### src/rtl/ula_pkg.sv
// Shared definitions for the display scan blocks: scan mode encoding,
// blank-word default bit and a constant-foldable ceil(log2) helper.
`default_nettype none

package ula_pkg;

  typedef enum logic {
    MODE_AUTO   = 1'b0,
    MODE_MANUAL = 1'b1
  } scan_mode_e;

  // Replicated to WIDTH bits to form the default blank word.
  localparam logic BLANK_BIT = 1'b0;

  // ceil(log2(value)), never less than 1 so single-bit indices stay legal.
  function automatic int clog2(input int value);
    int r;
    int v;
    r = 0;
    v = value - 1;
    while (v > 0) begin
      r++;
      v = v >> 1;
    end
    return (r < 1) ? 1 : r;
  endfunction

endpackage

`default_nettype wire

### src/rtl/tick_gen.sv
// Dwell prescaler: counts 0..PRESCALE-1 while run is high, clr forces 0.
`default_nettype none

module tick_gen
  import ula_pkg::*;
#(
  parameter int PRESCALE = 50000,
  localparam int CW = clog2(PRESCALE)
) (
  input  logic          clk,
  input  logic          rst_n,
  input  logic          run,
  input  logic          clr,
  output logic [CW-1:0] count,
  output logic          wrap
);

  assign wrap = (count == CW'(PRESCALE - 1));

  always_ff @(posedge clk or negedge rst_n) begin
    if (!rst_n) begin
      count <= '0;
    end else if (clr) begin
      count <= '0;
    end else if (run) begin
      count <= wrap ? '0 : count + 1'b1;
    end
  end

endmodule

`default_nettype wire

### src/rtl/display_scan_mux.sv
// Multiplexed display scanner: time-shares one output word across CHANNELS
// digits with per-channel blanking, anti-ghost dead time and manual select.
`default_nettype none

module display_scan_mux
  import ula_pkg::*;
#(
  parameter int WIDTH    = 7,
  parameter int CHANNELS = 4,
  parameter int PRESCALE = 50000,
  parameter int DEAD     = 2,
  parameter logic [WIDTH-1:0] BLANK_VAL = {WIDTH{BLANK_BIT}},
  localparam int SEL_W = clog2(CHANNELS)
) (
  input  logic                      clk,
  input  logic                      rst_n,
  input  logic                      en,
  input  logic                      mode,
  input  logic [SEL_W-1:0]          sel_in,
  input  logic [CHANNELS*WIDTH-1:0] D,
  input  logic [CHANNELS-1:0]       blank_mask,
  output logic [WIDTH-1:0]          Y,
  output logic [CHANNELS-1:0]       an_n,
  output logic [SEL_W-1:0]          sel,
  output logic                      frame_tick
);

  localparam int CW = clog2(PRESCALE);

  logic [CW-1:0]       count;
  logic                wrap;
  logic                manual;
  logic                run;
  logic                clr;
  logic                sel_ok;
  logic                blanked;
  logic                dead;
  logic [SEL_W-1:0]    ch;
  logic [SEL_W-1:0]    ch_eff;
  logic [WIDTH-1:0]    word;
  logic [CHANNELS-1:0] onehot;

  assign manual = (mode == MODE_MANUAL);
  assign run    = en & ~manual;
  assign clr    = en & manual;
  assign sel_ok = (32'(sel_in) < CHANNELS);

  // A valid manual select drives the outputs on the same edge it is loaded.
  assign ch_eff  = (clr && sel_ok) ? sel_in : ch;
  assign word    = D[int'(ch_eff) * WIDTH +: WIDTH];
  assign onehot  = CHANNELS'(1) << ch_eff;
  assign blanked = !en || (manual && !sel_ok) || blank_mask[ch_eff];
  assign dead    = !manual && (32'(count) < DEAD);

  tick_gen #(
    .PRESCALE(PRESCALE)
  ) u_tick_gen (
    .clk  (clk),
    .rst_n(rst_n),
    .run  (run),
    .clr  (clr),
    .count(count),
    .wrap (wrap)
  );

  always_ff @(posedge clk or negedge rst_n) begin
    if (!rst_n) begin
      ch         <= '0;
      Y          <= BLANK_VAL;
      an_n       <= '1;
      sel        <= '0;
      frame_tick <= 1'b0;
    end else begin
      if (run && wrap) begin
        ch <= (ch == SEL_W'(CHANNELS - 1)) ? '0 : ch + 1'b1;
      end else if (clr && sel_ok) begin
        ch <= sel_in;
      end
      Y          <= blanked ? BLANK_VAL : word;
      an_n       <= (blanked || dead) ? '1 : ~onehot;
      sel        <= ch_eff;
      frame_tick <= run && wrap && (ch == SEL_W'(CHANNELS - 1));
    end
  end

endmodule

`default_nettype wire

### config.mk
export PLATFORM = sky130hd
export DESIGN_NAME = display_scan_mux
export DESIGN_NICKNAME = d
export VERILOG_FILES = /design/src/rtl/ula_pkg.sv /design/src/rtl/tick_gen.sv /design/src/rtl/display_scan_mux.sv
export SDC_FILE = /design/constraint.sdc
export NUM_CORES = 1
export LEC_CHECK = 0
export ABC_AREA = 1
export ABC_CLOCK_PERIOD_IN_PS = 1500
export BUFFER_PORTS_ARGS = -buffer_cell sky130_fd_sc_hd__buf_2
export CAP_MARGIN = 20
export CORE_ASPECT_RATIO = 1.5
export CORE_MARGIN = 10
export CORE_UTILIZATION = 45
export DETAILED_ROUTE_END_ITERATION = 8
export GPL_TIMING_DRIVEN = 1
export PLACE_DENSITY_LB_ADDON = 0.15
export SLEW_MARGIN = 40
export SYNTH_ARGS = -nofsm -noshare
export SYNTH_HDL_FRONTEND = slang
export SYNTH_SLANG_ARGS = --single-unit
### constraint.sdc
create_clock -name clk -period 1.5 [get_ports clk]
set_input_delay 0.3 -clock clk [delete_from_list [all_inputs] [get_ports clk]]
set_output_delay 0.3 -clock clk [all_outputs]
set_load 0.01 [all_outputs]
==> out/metrics.csv, run 1 <==
metric,value,unit
type of element capturing the critical path,register,
most numerous cell in the Yosys netlist,sky130_fd_sc_hd__nand2_1,
number of iterations in the first detailed-routing pass,4,
commonest cells in the synthesized netlist,"sky130_fd_sc_hd__nand2_1 (88), sky130_fd_sc_hd__dfrtp_1 (28), sky130_fd_sc_hd__nor2_1 (24), sky130_fd_sc_hd__inv_1 (20), sky130_fd_sc_hd__nand3_1 (20)",
worst slack at placement,11.7,ps
FILL cells,391,
post-route fraction of the period consumed by the critical path,93.7,%
detailed-route via count,1803,
number of antenna violations at the first check in global routing,0,
TNS Setup,0,ps
Worst path most repeated cell,sky130_fd_sc_hd__nand3_1,
cell type with the highest aggregate area in the netlist,sky130_fd_sc_hd__dfrtp_1,
depth of the worst register-to-register path,7,
critical path data arrival time,1560,ps
origin of the worst setup path,u_tick_gen.count[1],
TritonCTS sink count,32,
number of levels in the clock H-tree,2,
number of distinct library cells after synthesis,26,
R2R Path Start,u_tick_gen.count[1],
Final WS setup,94.5,ps
DRC marker count from the first detailed-route iteration,73,
maximum number of pins on one net before global-route repair,33,
number of endpoints with negative hold slack in the final report,0,
Root Buffer Master,sky130_fd_sc_hd__clkbuf_8,
standard cell core area,3960,µm²
Setup Viol. Count Final,0,
transition time of the tightest slew-check pin,398,ps
count of flip-flops with a built-in enable after synthesis,0,
post-detailed-placement half-perimeter wirelength,3810,µm
Antenna diodes,0,
number of buffers inserted by port buffering,51,
"Max FO, Critical Path",8,
pwr dens,856,nW/µm²
cell with the largest stage delay on the worst path,sky130_fd_sc_hd__dfrtp_1,
fraction of registers with async set or reset after synthesis,100,%
area of the multi-input gates,991,µm²
area growth from synthesis to layout,29.0,%
path type of the worst setup path,register to register,
all-layer global routing usage,13.7,%
Die Outline Area,7150,µm²
top_reg_cell synth,sky130_fd_sc_hd__dfrtp_1,
ranking of synthesized cells by area,"sky130_fd_sc_hd__dfrtp_1 (38%), sky130_fd_sc_hd__nand2_1 (18%), sky130_fd_sc_hd__dfstp_2 (5.7%), sky130_fd_sc_hd__nand3_1 (5.4%), sky130_fd_sc_hd__nor2_1 (4.9%)",
final-stage net count,360,
fraction of final layout cells sized beyond drive strength 1,33.0,%
vias in the first global route,1843,
final routed DRC violation total,0,
clock tree from TritonCTS,built,
cell area after technology mapping,1860,µm²
outcome,completed,
Sequential Area,806,µm²
Crit path largest cell delay,380,ps
fin crit period,1410,ps
Chip Width,72.4,µm
Max Slew Vio Count,0,
maximum clock rate,0.712,GHz
unrepaired setup endpoints after global routing,true,
share of the synthesized area in the top cell type,37.7,%
# IOs,52,
synth warn,0,
reg2reg setup slack,90,ps
gate count after technology mapping,249,
"IR drop worst, VDD",0.725,mV
worst-case hold slack,25.9,ps
worst clock skew,7.49,ps
Vert. Die Dim,98.7,µm
post-synthesis sequential area ratio,43.4,%
kind of start point of the critical path,register,
post-DR vias/cell,4.93,
"critical path, cell by cell","ha_2, nand2_1, nor3_2, buf_4, nand3_1, nand3_1, o21ai_0",
Crit Reg-Reg Endpoint,u_tick_gen.count[12],
count of antenna-violating nets left after detailed routing,0,
Worst setup endpoint,u_tick_gen.count[12],
cts-stage hold buffer count,0,
number of buffers created by CTS,5,
effective utilization at floorplan,46.9,%
synthesized net count,289,
overflow left after global routing,0,
max-cap violation count,0,
gp weighted congestion,0.889,
final core utilization,60.5,%
flop and latch count out of synthesis,32,
"Clk Latency, worst-skew pair",280,ps
Critical Path RT,1660,ps
hold crit path type,input pin to async pin,
leakage,1.20,nW
Final Routed Wirelength,4710,µm
clock-pin transition on the worst setup and hold timing paths,80,ps
average detailed-routed wire length per instance,12.9,µm
maximum number of buffers from clock root to sink,2,
normalized max-slew margin,73.5,%
total power consumption of the routed design,2.05,mW
num rows,28,
wire length of the first global-routing pass,8100,µm
Mapped Avg Cell Area,7.46,µm²
[through the flow]
stage / std cells / area (µm²)
after floorplan: 249 / 1860
after global placement: 356 / 2250
after detailed placement: 356 / 2250
after CTS: 364 / 2350
after global routing: 366 / 2390
final: 366 / 2390
[worst min path at each step]
| stage | from | to | cells after the start |
|---|---|---|---|
| after floorplan | rst_n | Y[0] | 0 |
| after global placement | rst_n | u_tick_gen.count[11] | 2 |
| after detailed placement | rst_n | u_tick_gen.count[12] | 2 |
| after CTS | rst_n | u_tick_gen.count[12] | 2 |
| after global routing | rst_n | u_tick_gen.count[8] | 2 |
| final | rst_n | u_tick_gen.count[14] | 2 |
[layer usage]
metal  part of all wire [%]  track usage [%]
met1                     39             13.4
met2                     53             24.8
met3                    6.1             4.72
met4                    2.3             6.45
met5                      0                0
[sequential cells by signal, summed over array words and instances, names as in the netlist]
| signal | flops |
|---|---|
| Y | 7 |
| frame_tick | 1 |
| ch | 2 |
| u_tick_gen.count | 16 |
| sel | 2 |
| an_n | 4 |
[cell type report]
type                            count  area share, %
Clock buffer                        5           2.87
Clock inverter                      3          0.993
Timing Repair Buffer               65           15.0
Multi-Input combinational cell    193           41.4
Tap cell                           45           2.35
Sequential cell                    32           33.6
Inverter                           23           3.71
[logic make-up after synthesis]
kind of cell	share of synthesized area [%]
buffers and inverters	4.99
AND/OR/NAND/NOR	40.7
XOR/XNOR	2.36
AO/OA/AOI/OAI	7.21
adder cells (fa/ha/maj)	1.35
flip-flops	43.4
[repair_timing]
item | CTS | global route
buffers inserted | 0 | 2
setup endpoints to repair | 0 | 19
gates resized for setup | 0 | 8
[layout by cell type (no fill, tap or decap), drive strengths merged, types with 2 or more instances in the layout]
cell	instances
ha	2
dfstp	4
nor3	7
dfrtp	28
o21ai	13
nand3	21
nand4	5
nor2	38
a21oi	5
buf	65
o22ai	3
inv	23
clkbuf	5
nand2	91
xor2	4
clkinvlp	2
[power by group]
part / switching, mW / leakage [nW] / internal, mW
Sequential: 0.0245 / 0.421 / 0.917
Clock: 0.345 / 0.0404 / 0.328
Combinational: 0.265 / 0.734 / 0.172
[worst max-delay path: cells and delay by family (launching register included)]
family / cells / cell delay (ps)
adder cells (fa/ha/maj): 1 / 220
flip-flops: 1 / 380
AO/OA/AOI/OAI: 1 / 90
AND/OR/NAND/NOR: 4 / 430
buffers and inverters: 1 / 170
Note: power is estimated with default switching activity, not from simulation.
==> inputs of run 2 (changes only) <==
--- a/config.mk
+++ b/config.mk
@@ -9,9 +9,11 @@
 export ABC_CLOCK_PERIOD_IN_PS = 1500
 export BUFFER_PORTS_ARGS = -buffer_cell sky130_fd_sc_hd__buf_2
 export CAP_MARGIN = 20
+export CELL_PAD_IN_SITES_DETAIL_PLACEMENT = 0
+export CELL_PAD_IN_SITES_GLOBAL_PLACEMENT = 1
 export CORE_ASPECT_RATIO = 1.5
 export CORE_MARGIN = 10
-export CORE_UTILIZATION = 45
+export CORE_UTILIZATION = 33
 export DETAILED_ROUTE_END_ITERATION = 8
 export GPL_TIMING_DRIVEN = 1
 export PLACE_DENSITY_LB_ADDON = 0.15
==> run 2 against run 1 <==
Flip-flop and latch count stayed put. Utilization shrank 15 points. Count of clock-buffer cells in the layout up 2. Critical path depth stayed put.
==> out/metrics.csv, run 2 (synthesized netlist as in run 1, its figures left out) <==
metric,value,unit,change
outcome,completed,,
overflow left after global routing,0,,unchanged
detailed-route via count,1781,,-1.2%
Seq pwr share,40.8,%,-5.1 points
clock-pin transition on the worst setup and hold timing paths,70,ps,about the same
post-detailed-placement half-perimeter wirelength,4110,µm,+7.7%
standard cell core area,5450,µm²,+38%
final-stage net count,361,,+0.28%
TNS Setup,0,ps,unchanged
all-layer global routing usage,11.9,%,-1.8 points
most used cells in the layout excluding fill and tap cells,"sky130_fd_sc_hd__nand2_1 (87), sky130_fd_sc_hd__buf_2 (51), sky130_fd_sc_hd__dfrtp_1 (27), sky130_fd_sc_hd__nor2_1 (24), sky130_fd_sc_hd__inv_1 (20)",,
Crit path largest cell delay,400,ps,+20 ps
worst clock skew,4.99,ps,-2.49 ps
leakage,1.23,nW,+2.9%
"critical path, cell by cell","ha_1, nand3_1, nor2_4, a21boi_4, buf_12, nand2_1, a21oi_1",,
Comb pwr share,19.2,%,-2.1 points
max-cap violation count,0,,unchanged
maximum number of buffers from clock root to sink,2,,unchanged
area growth from synthesis to layout,32.8,%,
pwr dens,935,nW/µm²,+9.2%
type of element capturing the critical path,register,,
Critical Path RT,1710,ps,+50 ps
effective utilization at floorplan,34.1,%,-13 points
number of buffers inserted by port buffering,51,,unchanged
Crit Reg-Reg Endpoint,u_tick_gen.count[15],,
kind of cell adding the most delay to the critical path,flip-flops,,
Final Routed Wirelength,5220,µm,+11%
Die Outline Area,9090,µm²,+27%
"Clk Latency, worst-skew pair",280,ps,about the same
depth of the worst register-to-register path,7,,unchanged
registers with the most flip-flops,"u_tick_gen.count x16, Y x7, an_n x4",,
clock group share of total power,40.0,%,+7.2 points
worst slack at placement,47.1,ps,+35.4 ps
maximum number of pins on one net before global-route repair,33,,unchanged
Biggest register,u_tick_gen.count,,
post-DR vias/cell,4.54,,-7.8%
unrepaired setup endpoints after global routing,true,,
num rows,33,,+18%
gp weighted congestion,0.752,,-15%
Vert. Die Dim,112,µm,+13%
total power consumption of the routed design,2.31,mW,+12%
number of levels in the clock H-tree,2,,unchanged
clock tree from TritonCTS,built,,
Root Buffer Master,sky130_fd_sc_hd__clkbuf_8,,
cts-stage hold buffer count,0,,unchanged
"final std cell area, no fill",2470,µm²,+3.0%
fin crit period,1440,ps,+31.2 ps
Max Slew Vio Count,0,,unchanged
fraction of final layout cells sized beyond drive strength 1,32.6,%,-0.41 points
Chip Width,81.2,µm,+12%
net switching power,0.632,mW,-0.26%
average detailed-routed wire length per instance,13.3,µm,+3.5%
R2R Path Start,u_tick_gen.count[1],,
number of endpoints with negative hold slack in the final report,0,,unchanged
cell with the largest stage delay on the worst path,sky130_fd_sc_hd__dfrtp_1,,
post-route fraction of the period consumed by the critical path,95.8,%,+2.1 points
path type of the worst setup path,register to register,,
TritonCTS sink count,32,,unchanged
# IOs,52,,unchanged
DRC marker count from the first detailed-route iteration,63,,-14%
"leading cell type in the layout, fill and taps excluded",sky130_fd_sc_hd__nand2_1,,
max FFs per register,16,,unchanged
reg2reg setup slack,60,ps,-30 ps
maximum clock rate,0.696,GHz,-2.2%
critical path data arrival time,1640,ps,+80 ps
number of antenna violations at the first check in global routing,0,,unchanged
kind of start point of the critical path,register,,
count of antenna-violating nets left after detailed routing,0,,unchanged
FILL cells,616,,+58%
switching part of the total power,27.4,%,-3.5 points
transition time of the tightest slew-check pin,420,ps,+22.5 ps
Final WS setup,63.3,ps,-31.2 ps
Internal,1.67,mW,+18%
number of iterations in the first detailed-routing pass,4,,unchanged
vias in the first global route,1840,,-0.16%
Antenna diodes,0,,unchanged
hold crit path type,input pin to async pin,,
final core utilization,45.2,%,-15 points
final routed DRC violation total,0,,unchanged
number of buffers created by CTS,5,,unchanged
"Max FO, Critical Path",10,,+2
wire length of the first global-routing pass,8690,µm,+7.2%
placed cell areas,2320,µm²,+2.9%
normalized max-slew margin,72.0,%,-1.5 points
Setup Viol. Count Final,0,,unchanged
Worst Path Buf+Inv,1,,unchanged
"IR drop worst, VDD",0.377,mV,-48%
[run 2: power groups by stage]
stage / Combinational, mW / Sequential, mW / Clock [mW]
floorplan: 0.245 / 0.973 / 0
global placement: 0.457 / 0.957 / 0
detailed placement: 0.455 / 0.956 / 0
CTS: 0.456 / 0.941 / 0.957
global route: 0.501 / 0.948 / 0.979
finish: 0.444 / 0.941 / 0.922
[run 2: worst max path at each step]
stage | endpoint | cells past startpoint | start | slack, ps
5_1_grt | u_tick_gen.count[15] | 7 | u_tick_gen.count[0] | -8
3_5_place_dp | ch[0] | 6 | u_tick_gen.count[1] | 50
6_report | u_tick_gen.count[15] | 7 | u_tick_gen.count[1] | 60
3_3_place_gp | u_tick_gen.count[15] | 7 | u_tick_gen.count[0] | 70
4_1_cts | ch[0] | 6 | u_tick_gen.count[1] | 40
2_1_floorplan | u_tick_gen.count[12] | 6 | u_tick_gen.count[0] | 120
[run 2: worst register-to-register path: cells and delay by family (launching register included)]
kind	cells	cell delay (ps)
AOI/OAI and AO/OA	2	300
adders and majority gates	1	230
and+or+nand+nor	3	290
DFF	1	400
buffers and inverters	1	140
[run 2: routing by layer]
| metal | GRT usage, % | vias to the layer above | share of wire (%) |
|---|---|---|---|
| li1 | - | 943 | - |
| met1 | 13.1 | 786 | 41 |
| met2 | 20.3 | 44 | 51 |
| met3 | 3.78 | 8 | 5.8 |
| met4 | 4.98 | 0 | 2.2 |
| met5 | 0 | - | 0 |
[run 2: timing repair]
item                       4_1_cts  5_1_grt
buffers inserted                 0        0
setup endpoints to repair        0       16
resized for setup                0        5
[run 2: layout make-up]
class	instances	area (µm²)	share of cell area (%)
tap	70	87.6	3.55
multi-input combinational	193	976	39.6
timing repair buffer	66	380	15.4
inverter	23	88.8	3.60
sequential	32	807	32.7
clock inverter	1	30.0	1.22
clock buffer	7	96.3	3.91
[run 2: per-stage QoR]
stage,hold slack (ps),instances
after floorplan,4.41,249
after global placement,354,384
after detailed placement,359,384
after CTS,40.4,392
after global routing,63.7,392
final,32.9,392
==> inputs of run 3 (changes only) <==
--- a/config.mk
+++ b/config.mk
@@ -6,14 +6,14 @@
 export NUM_CORES = 1
 export LEC_CHECK = 0
 export ABC_AREA = 1
-export ABC_CLOCK_PERIOD_IN_PS = 1500
+export ABC_CLOCK_PERIOD_IN_PS = 1470
 export BUFFER_PORTS_ARGS = -buffer_cell sky130_fd_sc_hd__buf_2
 export CAP_MARGIN = 20
 export CELL_PAD_IN_SITES_DETAIL_PLACEMENT = 0
 export CELL_PAD_IN_SITES_GLOBAL_PLACEMENT = 1
 export CORE_ASPECT_RATIO = 1.5
 export CORE_MARGIN = 10
-export CORE_UTILIZATION = 33
+export CORE_UTILIZATION = 37
 export DETAILED_ROUTE_END_ITERATION = 8
 export GPL_TIMING_DRIVEN = 1
 export PLACE_DENSITY_LB_ADDON = 0.15
==> constraint.sdc (replaced) <==
create_clock -name clk -period 1.47 [get_ports clk]
set_input_delay 0.294 -clock clk [delete_from_list [all_inputs] [get_ports clk]]
set_output_delay 0.294 -clock clk [all_outputs]
set_load 0.01 [all_outputs]
==> run 3 against run 2 <==
Sequential power is 2.3% higher. Sequential share of layout area fell by 0.38 points. Utilization is 6.1 points higher. Global-route usage increased by 0.84 points. Routed wire length decreased by 3.0%. Power decreased by 7.8%. Worst hold slack gained 300 ps. Largest cell class unchanged.
==> out/metrics.csv, run 3 (synthesized netlist as in run 1, its figures left out) <==
metric,value,unit,change
vias in the first global route,1888,,+2.6%
TritonCTS sink count,32,,unchanged
count of antenna-violating nets left after detailed routing,0,,unchanged
worst clock skew,4.20,ps,-0.791 ps
R2R Path Start,u_tick_gen.count[1],,
overflow left after global routing,0,,unchanged
"leading cell type in the layout, fill and taps excluded",sky130_fd_sc_hd__nand2_1,,
Vert. Die Dim,107,µm,-4.6%
maximum number of buffers from clock root to sink,2,,unchanged
number of cells in the finished layout apart from fillers,392,,unchanged
depth of the worst register-to-register path,7,,unchanged
registers with the most flip-flops,"u_tick_gen.count x16, Y x7, an_n x4",,
number of endpoints with negative hold slack in the final report,0,,unchanged
TNS Setup,0,ps,unchanged
clock-pin transition on the worst setup and hold timing paths,70,ps,about the same
final core utilization,51.4,%,+6.1 points
post-DR vias/cell,4.58,,+0.90%
Die Outline Area,8310,µm²,-8.6%
max-cap violation count,0,,unchanged
clock tree from TritonCTS,built,,
Root Buffer Master,sky130_fd_sc_hd__clkbuf_8,,
Setup Viol. Count Final,0,,unchanged
Final Routed Wirelength,5070,µm,-3.0%
post-route fraction of the period consumed by the critical path,94.4,%,-1.4 points
standard cell core area,4850,µm²,-11%
number of levels in the clock H-tree,2,,unchanged
max FFs per register,16,,unchanged
num rows,31,,-6.1%
final routed DRC violation total,0,,unchanged
fin crit period,1390,ps,-49.4 ps
number of iterations in the first detailed-routing pass,4,,unchanged
maximum clock rate,0.721,GHz,+3.6%
post-detailed-placement half-perimeter wirelength,4120,µm,+0.19%
FILL cells,500,,-19%
Max Slew Vio Count,0,,unchanged
outcome,completed,,
"IR drop worst, VDD",0.465,mV,+23%
path type of the worst setup path,register to register,,
placed cell areas,2320,µm²,+0.11%
total power consumption of the routed design,2.13,mW,-7.8%
# IOs,52,,unchanged
number of cells in the design after placement,381,,-0.78%
leakage,1.24,nW,+0.42%
final-stage net count,365,,+1.1%
type of element capturing the critical path,register,,
Biggest register,u_tick_gen.count,,
Crit Reg-Reg Endpoint,u_tick_gen.count[11],,
most used cells in the layout excluding fill and tap cells,"sky130_fd_sc_hd__nand2_1 (85), sky130_fd_sc_hd__buf_2 (51), sky130_fd_sc_hd__dfrtp_1 (28), sky130_fd_sc_hd__nor2_1 (22), sky130_fd_sc_hd__inv_1 (20)",,
Critical Path RT,1630,ps,-80 ps
number of antenna violations at the first check in global routing,0,,unchanged
gp weighted congestion,0.838,,+11%
number of buffers inserted by port buffering,51,,unchanged
fraction of final layout cells sized beyond drive strength 1,33.7,%,+1.1 points
DRC marker count from the first detailed-route iteration,67,,+6.3%
"final std cell area, no fill",2490,µm²,+1.0%
Chip Width,77.8,µm,-4.2%
reg2reg setup slack,80,ps,+20 ps
critical path data arrival time,1550,ps,-90 ps
hold crit path type,input pin to register,,
area growth from synthesis to layout,34.2,%,
maximum number of pins on one net before global-route repair,20,,-39%
kind of start point of the critical path,register,,
wire length of the first global-routing pass,8690,µm,unchanged
all-layer global routing usage,12.8,%,+0.84 points
average detailed-routed wire length per instance,12.9,µm,-3.0%
detailed-route via count,1797,,+0.90%
Antenna diodes,0,,unchanged
"Max FO, Critical Path",10,,unchanged
transition time of the tightest slew-check pin,463,ps,+42.4 ps
pwr dens,854,nW/µm²,-8.7%
"Clk Latency, worst-skew pair",280,ps,about the same
Worst setup endpoint,u_tick_gen.count[11],,
normalized max-slew margin,69.2,%,-2.8 points
number of buffers created by CTS,5,,unchanged
origin of the worst setup path,u_tick_gen.count[1],,
effective utilization at floorplan,38.3,%,+4.2 points
-- run 3: cell count changes in the layout (fill, tap and decap cells not counted), sizes merged --
cell / previous run / this run
dlygate4sd3: 0 / 1
bufinv: 1 / 0
clkbuf: 7 / 8
buf: 66 / 69
-- run 3: how the worst min path moves through the flow --
stage | startpoint | endpoint | slack, ps | depth (start not counted)
after floorplan | rst_n | Y[0] | -2 | 0
after global routing | D[13] | Y[6] | 350 | 5
after CTS | D[21] | Y[0] | 330 | 5
final | D[21] | Y[0] | 330 | 5
after global placement | rst_n | u_tick_gen.count[8] | 270 | 1
after detailed placement | rst_n | u_tick_gen.count[9] | 280 | 1
-- run 3: repair_timing --
action                                 4_1_cts  5_1_grt
endpoints found under the hold margin       14        0
setup endpoints to repair                    0       19
setup buffers                                0        2
resized for setup                            0       10
hold buffers                                 1        0
-- run 3: power by group --
group	internal, mW	switching [mW]
combinational	0.188	0.281
sequential	0.936	0.0268
clock	0.382	0.314
-- run 3: area by class of cell --
cell class	instances	area, µm²	share of cell area [%]
sequential	32	806	32.3
clock buffer	8	90.1	3.62
multi-input combinational	193	998	40.1
timing repair buffer	70	425	17.1
tap	66	82.6	3.31
inverter	23	88.8	3.57
-- run 3: routing by layer --
layer  part of all wire (%)  global-route usage [%]
met1                     40                    13.2
met2                     52                    23.1
met3                    6.1                    3.93
met4                    2.1                    5.63
met5                      0                       0
-- run 3: through the flow --
| step | setup WS, ps | hold slack (ps) |
|---|---|---|
| after floorplan | 93.2 | -1.59 |
| after global placement | 24.0 | 267 |
| after detailed placement | 35.4 | 275 |
| after CTS | 14.5 | 333 |
| after global routing | -13.5 | 348 |
| final | 82.7 | 333 |
-- run 3: critical path, cell delays in order (launching register included) --
cell and delay, ps:
sky130_fd_sc_hd__dfrtp_1 410, sky130_fd_sc_hd__ha_4 170, sky130_fd_sc_hd__nand3_1 130, sky130_fd_sc_hd__nor2_4 200, sky130_fd_sc_hd__a21boi_4 80, sky130_fd_sc_hd__buf_12 140
sky130_fd_sc_hd__nand3_1 60, sky130_fd_sc_hd__o21ai_0 90
